## src/rtl/nios2_oci_trace_sched.sv

```systemverilog
// Trace RAM write/read scheduler: captures compressed trace frames and
// arbitrates the single RAM port with debugger reads. Option: OCI_TRACE_WRAP_EN.
module nios2_oci_trace_sched #(
    parameter int ADDR_W     = 7,
    parameter int STARVE_MAX = 8
) (
    input  logic              clk,
    input  logic              reset_n,
    input  logic              trc_on,
    input  logic [29:0]       dct_buffer,
    input  logic [3:0]        dct_count,
    input  logic              dct_valid,
    input  logic              rd_req,
    input  logic [ADDR_W-1:0] rd_addr,
    output logic [ADDR_W-1:0] ram_addr,
    output logic [33:0]       ram_wdata,
    output logic              ram_we,
    output logic              ram_re,
    input  logic [33:0]       ram_rdata,
    output logic              rd_ack,
    output logic              rd_valid,
    output logic [33:0]       rd_data,
    output logic [ADDR_W-1:0] wr_ptr,
    output logic              trc_wrap,
    output logic              trc_full,
    output logic              trc_ovf
);

    localparam int CW = (STARVE_MAX < 1) ? 1 : $clog2(STARVE_MAX + 1);

    typedef enum logic [1:0] {IDLE, CAPTURE, HALT} state_t;

    state_t        state, state_nxt;
    logic [33:0]   skid;
    logic          skid_full;
    logic [CW-1:0] defer_cnt;
    logic          trc_on_d;
    logic          re_d1;
    logic [33:0]   frame;
    logic          rise, new_frame, force_rd, wr_pend, grant;
    logic          do_write, wr_skid, wrap_w, load_skid, drop, drained;

    assign rise      = trc_on & ~trc_on_d;
    assign frame     = {dct_count, dct_buffer};
    assign new_frame = (state == CAPTURE) & trc_on & dct_valid;
    assign force_rd  = (defer_cnt == CW'(STARVE_MAX));
    assign wr_pend   = (state == CAPTURE) & (skid_full | new_frame);
    // reads win only when nothing is waiting to be written, or when starved
    assign grant     = reset_n & rd_req & (force_rd | ~wr_pend);
    assign do_write  = wr_pend & ~grant;
    assign wr_skid   = do_write & skid_full;
    assign wrap_w    = do_write & (wr_ptr == '1);
    // skid refills when it drains this cycle, or catches a frame a read displaced
    assign load_skid = new_frame & (grant ? ~skid_full : skid_full);
    assign drop      = new_frame & grant & skid_full;
    assign drained   = ~skid_full | wr_skid;

    assign ram_re    = grant;
    assign rd_ack    = grant;
    assign ram_we    = do_write;
    assign ram_addr  = grant ? rd_addr : wr_ptr;
    assign ram_wdata = skid_full ? skid : frame;

    // next-state: capture stops on wrap unless circular mode is built in
    always_comb begin
        state_nxt = state;
        unique case (state)
            IDLE: if (trc_on) state_nxt = CAPTURE;
            CAPTURE: begin
`ifdef OCI_TRACE_WRAP_EN
                if (!trc_on && drained) state_nxt = IDLE;
`else
                if (wrap_w) state_nxt = HALT;
                else if (!trc_on && drained) state_nxt = IDLE;
`endif
            end
            HALT: if (!trc_on) state_nxt = IDLE;
            default: state_nxt = IDLE;
        endcase
    end

    // state, write pointer and sticky capture status
    always_ff @(posedge clk or negedge reset_n) begin
        if (!reset_n) begin
            state    <= IDLE;
            trc_on_d <= 1'b0;
            wr_ptr   <= '0;
            trc_full <= 1'b0;
            trc_wrap <= 1'b0;
            trc_ovf  <= 1'b0;
        end else begin
            state    <= state_nxt;
            trc_on_d <= trc_on;
            if (rise) begin
                wr_ptr   <= '0;
                trc_full <= 1'b0;
                trc_wrap <= 1'b0;
                trc_ovf  <= 1'b0;
            end else begin
                if (do_write) wr_ptr <= wr_ptr + ADDR_W'(1);
                if (wrap_w) begin
                    trc_full <= 1'b1;
`ifdef OCI_TRACE_WRAP_EN
                    trc_wrap <= 1'b1;
`else
                    trc_wrap <= 1'b0;
`endif
                end
                if (drop) trc_ovf <= 1'b1;
            end
        end
    end

    // one-entry skid holding a frame displaced by a forced read
    always_ff @(posedge clk or negedge reset_n) begin
        if (!reset_n) begin
            skid_full <= 1'b0;
            skid      <= '0;
        end else if (rise) begin
            skid_full <= 1'b0;
        end else if (load_skid) begin
            skid      <= frame;
            skid_full <= 1'b1;
        end else if (wr_skid) begin
            skid_full <= 1'b0;
        end
    end

    // read starvation counter, saturating
    always_ff @(posedge clk or negedge reset_n) begin
        if (!reset_n) begin
            defer_cnt <= '0;
        end else if (grant) begin
            defer_cnt <= '0;
        end else if (rd_req && !force_rd) begin
            defer_cnt <= defer_cnt + CW'(1);
        end
    end

    // fixed two-cycle read return pipeline
    always_ff @(posedge clk or negedge reset_n) begin
        if (!reset_n) begin
            re_d1    <= 1'b0;
            rd_valid <= 1'b0;
            rd_data  <= '0;
        end else begin
            re_d1    <= grant;
            rd_valid <= re_d1;
            if (re_d1) rd_data <= ram_rdata;
        end
    end

endmodule
```

## config.mk

```make
export PLATFORM = sky130hd
export DESIGN_NAME = nios2_oci_trace_sched
export DESIGN_NICKNAME = d
export VERILOG_FILES = /design/src/rtl/nios2_oci_trace_sched.sv
export SDC_FILE = /design/constraint.sdc
export NUM_CORES = 1
export LEC_CHECK = 0
export CAP_MARGIN = 20
export CORE_MARGIN = 4
export CORE_UTILIZATION = 43
export CTS_BUF_LIST = sky130_fd_sc_hd__clkbuf_16
export CTS_CLUSTER_SIZE = 40
export DETAILED_ROUTE_END_ITERATION = 16
export MAX_ROUTING_LAYER = met4
export PLACE_DENSITY = 0.92
export SYNTH_ARGS = -nofsm -noshare
export SYNTH_HDL_FRONTEND = slang
export SYNTH_SLANG_ARGS = --single-unit
```

## constraint.sdc

```tcl
create_clock -name clk -period 2.4 [get_ports clk]
set_clock_uncertainty 0.05 [all_clocks]
set_input_delay 0.48 -clock clk [delete_from_list [all_inputs] [get_ports clk]]
set_output_delay 0.48 -clock clk [all_outputs]
set_load 0.1 [all_outputs]
```

## Word level (Yosys, flattened, before mapping)

Index checks and enable logic that the tools add are counted.
W data, S select, Z words.

| cells by class | value |
|---|---|
| $add $sub $neg | 2 |
| equal/unequal tests | 7 |
| mux-type cells | 21 |
| bitwise gates (word level) | 20 |
| reductions and logical operators | 12 |

Operators with widths:

| cell | number |
|---|---|
| $mux W34 | 1 |
| $mux W7 | 3 |
| $and A1 B1 Y1 | 12 |
| $mux W1 | 10 |
| $mux W2 | 4 |
| $mux W4 | 2 |
| $reduce_bool A2 Y1 | 4 |
| $add A7 B1 Y7 const B | 1 |
| $eq A7 B7 Y1 const B | 1 |
| $pmux W2 S3 | 1 |
| $not A1 Y1 | 5 |
| $add A4 B1 Y4 const B | 1 |
| $eq A4 B4 Y1 const B | 1 |
| $ne A2 B2 Y1 const B | 2 |
| $ne A3 B2 Y1 const B | 1 |
| $or A1 B1 Y1 | 3 |
| $reduce_and A3 Y1 | 1 |
| $reduce_bool A3 Y1 | 1 |
| $eq A2 B1 Y1 const B | 1 |
| $eq A2 B2 Y1 const B | 1 |
| $logic_and A1 B1 Y1 | 2 |
| $logic_not A1 Y1 | 2 |
| $logic_not A2 Y1 | 1 |
| $reduce_and A2 Y1 | 1 |

| storage, ports and cells | value |
|---|---|
| bits in registers | 88 |
| bits of input ports | 80 |
| output and inout port bits | 89 |
| word-level logic and storage cells | 74 |

## Longest topological paths before layout

Gate-level depths: netlist (run 1).

| logic depth | value |
|---|---|
| word-level depth | 16 |
| depth in mapped cells | 7 |
| depth with buffers taken out | 6 |

## Worst setup path before layout (run 1)

OpenSTA, ideal clock, no wires.

| timing | value |
|---|---|
| kind | register to output |
| from | reg defer_cnt[0] |
| to | out ram_addr[1] |
| data arrival time | 2260 ps |
| required time | 1870 ps |
| setup slack | -390 ps |
| stages on the path, launching flop included | 8 |
| path buffers | 1 |
| path through | dfrtp_1 inv_1 ha_1 and3b_2 nor3_1 nor2_1 buf_2 mux2_2 |

| between the ends | value |
|---|---|
| cells in the longest elaborated chain, start to end | 4 |

RTL lines:

| what | line | text |
|---|---|---|
| from (decl) | 36 | `logic [CW-1:0] defer_cnt;` |
| from (signal assigned) | 136 | `defer_cnt <= defer_cnt + CW'(1);` |
| $eq A4 B4 Y1 | 46 | `assign force_rd = (defer_cnt == CW'(STARVE_MAX));` |
| $or A1 B1 Y1 | 49 | `assign grant = reset_n & rd_req & (force_rd \| ~wr_pend);` |
| $and A1 B1 Y1 | 49 |  |
| named net ram_re | 18 | `output logic ram_re,` |
| $mux W7 | 61 | `assign ram_addr = grant ? rd_addr : wr_ptr;` |
| to (decl) | 15 | `output logic [ADDR_W-1:0] ram_addr,` |

The timed path passes the listed nets, and every way through them passes these cells.

## Final worst setup path (run 1)

| timing | value |
|---|---|
| from | reg defer_cnt[0] |
| to | out ram_addr[4] |

| between the ends | value |
|---|---|
| cells in the longest elaborated chain, start to end | 4 |

RTL lines:

| what | line |
|---|---|
| $eq A4 B4 Y1 | 46 |
| $or A1 B1 Y1 | 49 |
| $and A1 B1 Y1 | 49 |
| $mux W7 | 61 |

Every way passes these cells.

==> results of run 1 <==
[what timing repair did]
item	CTS	global route
cloned	1	0
resized for setup	13	2
pin swaps	4	0
setup endpoints to repair	10	9
setup buffers	4	2
[cell type report]
type,instances,area share [%]
timing repair buffer,188,32.77
inverter,3,0.1678
clock buffer,9,3.355
tap,129,2.404
sequential,87,32.43
clock inverter,6,1.305
multi-input combinational,180,27.57
[worst max path at each step]
stage	end	cells after the start
floorplan	ram_addr[1]	7
global placement	ram_addr[6]	7
detailed placement	ram_addr[0]	7
CTS	ram_addr[5]	8
global route	ram_addr[2]	8
finish	ram_addr[4]	8
[logic make-up after synthesis]
| logic type | Yosys count |
|---|---|
| compound gates | 19 |
| xor+xnor | 3 |
| fa+ha+maj | 3 |
| buf+inv | 19 |
| flops | 87 |
| mux | 111 |
| other cells | 1 |
| simple gates | 43 |
[Yosys cell counts]
library cell / n / share of area [%]
a211oi_1: 1 / 0.18
a211oi_4: 1 / 0.49
a21boi_2: 1 / 0.28
a21oi_1: 6 / 0.74
a31o_2: 4 / 0.86
a31oi_1: 2 / 0.31
and2_1: 1 / 0.15
and3_1: 3 / 0.46
and3b_2: 1 / 0.25
buf_1: 2 / 0.18
buf_2: 4 / 0.49
buf_4: 3 / 0.55
buf_6: 3 / 0.83
clkbuf_1: 4 / 0.37
conb_1: 1 / 0.092
dfrtp_1: 87 / 53
ha_1: 3 / 0.92
inv_1: 3 / 0.28
mux2_2: 80 / 22
mux2_4: 29 / 11
mux2i_1: 2 / 0.49
nand2_1: 11 / 1.0
nand2b_1: 3 / 0.46
nand3_1: 1 / 0.12
nand3b_1: 1 / 0.18
nand4_1: 3 / 0.46
nor2_1: 14 / 1.3
nor2b_1: 1 / 0.15
nor3_1: 4 / 0.49
o211ai_4: 1 / 0.52
o21a_1: 1 / 0.18
o21ai_0: 1 / 0.12
o21bai_1: 1 / 0.18
xnor2_1: 2 / 0.43
xor2_1: 1 / 0.22
[per-layer routing]
| layer | vias to the layer above | part of all wire, % |
|---|---|---|
| met5 | - | 0 |
| met4 | 0 | 1.3 |
| met3 | 15 | 6.3 |
| met2 | 113 | 53 |
| met1 | 1507 | 39 |
| li1 | 1385 | - |
[cell usage in the layout, fill, tap and decap left out, types with 3 or more instances in the layout]
cell type	count
clkbuf_16	10
clkdlybuf4s50_1	75
dfrtp_1	87
nor2_1	13
mux2_2	73
nand4_1	3
nand2b_1	3
nor3_1	3
nand2_1	10
buf_4	62
a31o_2	4
dlygate4sd2_1	3
mux2_4	36
a21oi_1	5
buf_12	46
and3_1	3
[where the power goes]
group,switching (mW),internal [mW]
logic,1.38,0.641
registers,0.0920,1.61
clock network,0.544,0.904
[critical path: cells and delay by family (launching register included)]
family | cells | cell delay (ns)
adder cells (fa/ha/maj) | 1 | 0.15
buffers and inverters | 3 | 0.39
flip-flops | 1 | 0.39
multiplexers | 1 | 0.30
AND/OR/NAND/NOR | 3 | 0.48
[state kept, by name, summed over array words and instances, names as in the netlist, 2 cells and up]
name	cells
skid	34
rd_data	34
defer_cnt	4
wr_ptr	7
state	2
[per-stage QoR]
stage	hold slack, ns	setup WS (ns)
floorplan	0.1344	0.03515
global placement	0.3929	-0.1905
detailed placement	0.4043	-0.2534
CTS	0.1748	-0.1710
global route	0.1942	-0.2113
finish	0.1654	-0.1692
==> out/metrics.csv, run 1 <==
stage,metric,value,unit
outcome,violations,setup timing,
critical_path,critPathRequiredTime,1.87,ns
grt,grt_pass1_wl,17.08,mm
routing,antenna_left,0,
synthesis,ys_warn_count,0,
floorplanning,rows,35,
floorplanning,dieHeight,105.3,µm
timing,final-hold-violation-count,0,
critical_path,rrSetupSlack,0.30,ns
cells_and_area,antenna_cells,0,
cells_and_area,synthToLayoutAreaGrowth,64.77,%
cells_and_area,drive_gt1_share,52.43,%
routing,drc,0,
critical_path,crit_fanout,3,
timing,max_freq,0.3892,GHz
synthesis,yosysSeqAreaShare,53.44,%
synthesis,synthAdderAreaFrac,0.9214,%
timing,setup_viol,7,
routing,vias_per_cell,5.017,
timing,worst_slack,-0.1692,ns
placement,io_buffers,167,
clock_tree,clk_pin_slew,0.06,ns
synthesis,netlist_instances,286,
critical_path,critPathLaunch,defer_cnt[0],
floorplanning,die-area,11100,µm²
synthesis,synthXorXnorAreaFrac,0.6450,%
grt,grt.busiest_layer,met2,
grt,grt_pass1_vias,3307,
routing,wirelength,10.57,mm
routing,dr.pass1.iters,4,
critical_path,path_class,reg2out,
grt,grt_util_met2,34.47,%
power,finalPower,5.173,mW
synthesis,synth_compound_area_share,3.870,%
critical_path,r2r-end,skid[16],
cells_and_area,multiInputGateArea,1851,µm²
power,irDropWorstVdd,0.0003892,V
grt,grtUsageMet1,22.62,%
synthesis,syn_avg_cell_area,14.24,µm²
routing,wire_per_inst,17.56,µm
critical_path,worst_setup_path_end_kind,output pin,
floorplanning,fp.dieW,105.3,µm
critical_path,r2r-start,defer_cnt[0],
grt,gr-usage-met3,4.715,%
timing,drv_slew,0,
clock_tree,clk_latency,0.32,ns
grt,grt_usage,19.71,%
floorplanning,start_util,44.09,%
timing,fin_tns_setup,-1.169,ns
critical_path,crit_path_top_delay_cell,dfrtp_1,
cells_and_area,final_cells,602,
routing,vias,3020,
clock_tree,clock_sinks,87,
grt,grt_max_degree,56,
critical_path,crit_chain,inv_2 > ha_4 > and3b_2 > nor3_4 > nor2_4 > clkbuf_16 > mux2_4 > buf_12,
floorplanning,ioPinCount,169,
floorplanning,core_area,9240,µm²
routing,drtIter0Drc,85,
grt,antenna_found_initial,0,
power,power_density,770.7,nW/µm²
synthesis,synthSimpleGateAreaFrac,5.037,%
timing,rsz0062_at_grt,yes,
critical_path,start_kind,flop,
cells_and_area,utilization,72.65,%
critical_path,ff2ff_path_depth,8,
cells_and_area,register_area,2177,µm²
clock_tree,cts_buffer_depth,2,
clock_tree,cts_buffers,9,
cells_and_area,nFillCells,587,
synthesis,syn_nets,369,
placement,placed_cells,581,
cells_and_area,stdcell_area,6713,µm²
synthesis,synth_top_family_by_area,multiplexers,
clock_tree,cts_tree,done,
synthesis,ys_ff_latch,87,
min_path,min_path_type,in2async,
timing,tightest_slew,0.6817,ns
timing,post-route-period-util,107.0,%
clock_tree,htreeDepth,3,
synthesis,synth.distinct_cells,35,
critical_path,arrival,2.04,ns
power,power_leakage,3.134,nW
timing,slew-limit-headroom,54.55,%
placement,gp_congestion,0.8130,
clock_tree,ctsHoldBuffers,0,
placement,dpl-instance-area,6300,µm²
cells_and_area,fin_nets,552,
timing,period_minus_slack,2.569,ns
placement,place.detailed.hpwl,7.686,mm
critical_path,max_stage_delay,0.39,ns
job,max_cap_violations,0,
clock_tree,cts-root-buf,clkbuf_16,
synthesis,syn_area,4074,µm²
grt,overflow,0,
outcome,status,finished with violations,
synthesis,synthMuxAreaShare,33.29,%
No activity file was read; power rests on OpenSTA's default activity.
==> run 2: changes to the inputs <==
--- a/config.mk
+++ b/config.mk
@@ -6,11 +6,13 @@
 export NUM_CORES = 1
 export LEC_CHECK = 0
 export CAP_MARGIN = 20
+export CORE_ASPECT_RATIO = 0.7
 export CORE_MARGIN = 4
 export CORE_UTILIZATION = 43
 export CTS_BUF_LIST = sky130_fd_sc_hd__clkbuf_16
 export CTS_CLUSTER_SIZE = 40
 export DETAILED_ROUTE_END_ITERATION = 16
+export GPL_ROUTABILITY_DRIVEN = 0
 export MAX_ROUTING_LAYER = met4
 export PLACE_DENSITY = 0.92
 export SYNTH_ARGS = -nofsm -noshare
==> run 2 against run 1 <==
  * The run still ends with setup timing left
  * Sequential share of layout area increased by 0.097 points
  * Routed wire length rose by 3.8%
  * Worst setup slack lost 0.044 ns
  * Utilization rose by 0.55 points
  * Non-clock buffer count increased by 2
  * Fmax fell by 1.7%
  * Critical path type unchanged
  * Critical endpoint is now ram_addr[0]
==> out/metrics.csv, run 2 (same netlist as run 1, synthesis figures left out) <==
stage,metric,value,unit,change
power,p_int,2.964,mW,-6.0%
floorplanning,die-area,11120,µm²,+0.22%
timing,period_minus_slack,2.613,ns,+0.04409 ns
critical_path,critPathRequiredTime,1.87,ns,about the same
floorplanning,start_util,44.55,%,+0.46 points
routing,wire_per_inst,18.29,µm,+4.2%
routing,drtIter0Drc,138,,+62%
floorplanning,ioPinCount,169,,unchanged
cells_and_area,top_regs,"rd_data: 34 flops, skid: 34 flops, wr_ptr: 7 flops",,
critical_path,crit_fanout,8,,+5
critical_path,path_delay_family,simple AND/OR/NAND/NOR gates,,
routing,vias,3006,,-0.46%
placement,place_ws,-0.2086,ns,+0.04485 ns
clock_tree,clk_latency,0.34,ns,+0.02 ns
floorplanning,dieHeight,89.44,µm,-15%
job,max_cap_violations,0,,unchanged
timing,drv_slew,0,,unchanged
cells_and_area,final_cells,600,,-0.33%
critical_path,rrSetupSlack,0.24,ns,-0.06 ns
placement,io_buffers,167,,unchanged
cells_and_area,final_common_cell,dfrtp_1,,
grt,grt_pass1_vias,3358,,+1.5%
clock_tree,cts_buffer_depth,2,,unchanged
routing,wirelength,10.98,mm,+3.8%
outcome,status,finished with violations,,
clock_tree,cts_buffers,9,,unchanged
floorplanning,core_area,9144,µm²,-1.0%
critical_path,ff2ff_path_depth,9,,+1
power,p_seq_share,33.8,%,+0.9 points
timing,setup_viol,9,,+2
critical_path,worst_setup_path_end_kind,output pin,,
critical_path,r2r-start,defer_cnt[0],,
timing,slew-limit-headroom,61.40,%,+6.8 points
routing,drc,0,,unchanged
clock_tree,cts-root-buf,clkbuf_16,,
placement,placed_cells,578,,-0.52%
routing,antenna_left,0,,unchanged
cells_and_area,final_cell_mix,"87 x dfrtp_1, 78 x clkdlybuf4s50_1, 73 x mux2_2",,
floorplanning,fp.dieW,124.3,µm,+18%
timing,tightest_slew,0.5790,ns,-0.1027 ns
critical_path,start_kind,flop,,
timing,post-route-period-util,108.9,%,+1.8 points
power,p_sw_share,41.18,%,+2.2 points
grt,antenna_found_initial,0,,unchanged
clock_tree,cts_tree,done,,
routing,vias_per_cell,5.010,,-0.13%
power,power_leakage,3.132,nW,about the same
cells_and_area,stdcell_area,6693,µm²,-0.30%
critical_path,crit_path_top_delay_cell,dfrtp_1,,
grt,grt_pass1_wl,17.69,mm,+3.6%
power,irDropWorstVdd,0.0003604,V,-7.4%
power,pwr-share-clk,26.1,%,-1.9 points
timing,final-hold-violation-count,0,,unchanged
power,power_frac_comb,40.1,%,+1.0 points
grt,overflow,0,,unchanged
critical_path,path_class,reg2out,,
routing,dr.pass1.iters,5,,+1
critical_path,crit_top_cell,buf_12,,
critical_path,crit_buf_inv,3,,unchanged
min_path,min_path_type,in2async,,
placement,place.detailed.hpwl,8.013,mm,+4.3%
cells_and_area,synthToLayoutAreaGrowth,64.28,%,
cells_and_area,fin_nets,554,,+0.36%
critical_path,r2r-end,skid[3],,
timing,max_freq,0.3827,GHz,-1.7%
critical_path,critPathLaunch,defer_cnt[0],,
outcome,violations,setup timing,,
clock_tree,htreeDepth,3,,unchanged
placement,dpl-instance-area,6321,µm²,+0.34%
floorplanning,rows,29,,-17%
cells_and_area,antenna_cells,0,,unchanged
critical_path,arrival,2.08,ns,+0.04 ns
cells_and_area,drive_gt1_share,52.10,%,-0.33 points
clock_tree,clock_sinks,87,,unchanged
grt,grt_usage,20.88,%,+1.2 points
timing,worst_slack,-0.2133,ns,-0.04409 ns
grt,grt_max_degree,87,,+55%
timing,hold_slack,0.2077,ns,+0.04235 ns
critical_path,crit_chain,inv_2 > ha_4 > and3b_2 > nor3_2 > nor2_2 > buf_12 > mux2_4 > buf_12,,
power,power_density,753.0,nW/µm²,-2.3%
critical_path,max_stage_delay,0.40,ns,about the same
clock_tree,clk_pin_slew,0.07,ns,about the same
timing,rsz0062_at_grt,yes,,
power,switchingPower,2.075,mW,+2.8%
[run 2: cell count changes in the layout (fill, tap and decap cells not counted), moves of 2 or more]
cell,previous run,this run
dlygate4sd2_1,3,0
buf_6,1,3
clkdlybuf4s50_1,75,78
bufinv_16,2,0
inv_6,0,4
buf_12,46,48
buf_4,62,60
[run 2: area by class of cell]
class                   instances  area (µm²)
clock buffers                   9       225.2
flip-flops and latches         87        2177
multi-input cells             180        1833
well taps                     124       155.1
inverters                       3       11.26
fillers                       598        2451
clock inverters                 7       55.05
repair buffers                190        2236
[run 2: worst reg2reg max path, delay by kind of cell, from the launching register on]
family	cells	cell delay [ns]
buffers and inverters	4	0.52
flip-flops	1	0.40
AO/OA/AOI/OAI	2	0.37
multiplexers	1	0.36
AND/OR/NAND/NOR	1	0.22
adder cells (fa/ha/maj)	1	0.14
[run 2: what timing repair did]
item                                   CTS  global route
resized for setup                        5             3
hold buffers                             1             0
endpoints found under the hold margin    1             0
setup buffers                            4             3
pin swaps                                4             2
setup endpoints to repair               25            25
[run 2: metal layers]
| layer | up-vias | wire length, µm | GRT usage (%) |
|---|---|---|---|
| li1 | 1386 | - | - |
| met1 | 1477 | 4718 | 25.52 |
| met2 | 129 | 5327 | 34.07 |
| met3 | 14 | 771 | 7.045 |
| met4 | 0 | 157 | 4.975 |
| met5 | - | 0 | - |
[run 2: how the worst max path moves through the flow]
stage	depth (start not counted)	to	slack, ns
finish	8	ram_addr[0]	-0.21
global route	8	ram_addr[0]	-0.29
CTS	8	ram_addr[0]	-0.18
detailed placement	7	ram_addr[0]	-0.21
global placement	7	ram_addr[6]	-0.18
floorplan	7	ram_addr[1]	0.04
[run 2: power groups by stage]
stage / clock network [mW] / logic (mW) / registers [mW]
after floorplan: 0 / 0.590 / 2.47
after global placement: 0 / 1.91 / 1.72
after detailed placement: 0 / 1.95 / 1.73
after CTS: 1.35 / 2.00 / 1.70
after global routing: 1.42 / 2.09 / 1.72
final: 1.31 / 2.02 / 1.70
[run 2: stage by stage]
| step | TNS (ns) | total power [mW] | util, % |
|---|---|---|---|
| 3_3_place_gp | -1.021 | 3.634 | 69.13 |
| 6_report | -1.657 | 5.040 | 73.19 |
| 3_5_place_dp | -1.315 | 3.684 | 69.13 |
| 4_1_cts | -1.304 | 5.057 | 72.81 |
| 2_1_floorplan | 0 | 3.057 | - |
| 5_1_grt | -2.320 | 5.228 | 73.19 |
==> run 3: changes to the inputs <==
--- a/config.mk
+++ b/config.mk
@@ -5,6 +5,7 @@
 export SDC_FILE = /design/constraint.sdc
 export NUM_CORES = 1
 export LEC_CHECK = 0
+export ABC_AREA = 0
 export CAP_MARGIN = 20
 export CORE_ASPECT_RATIO = 0.7
 export CORE_MARGIN = 4
==> results of run 3 <==
Same layout as run 2: the final DEF is identical, and so are final timing and power.
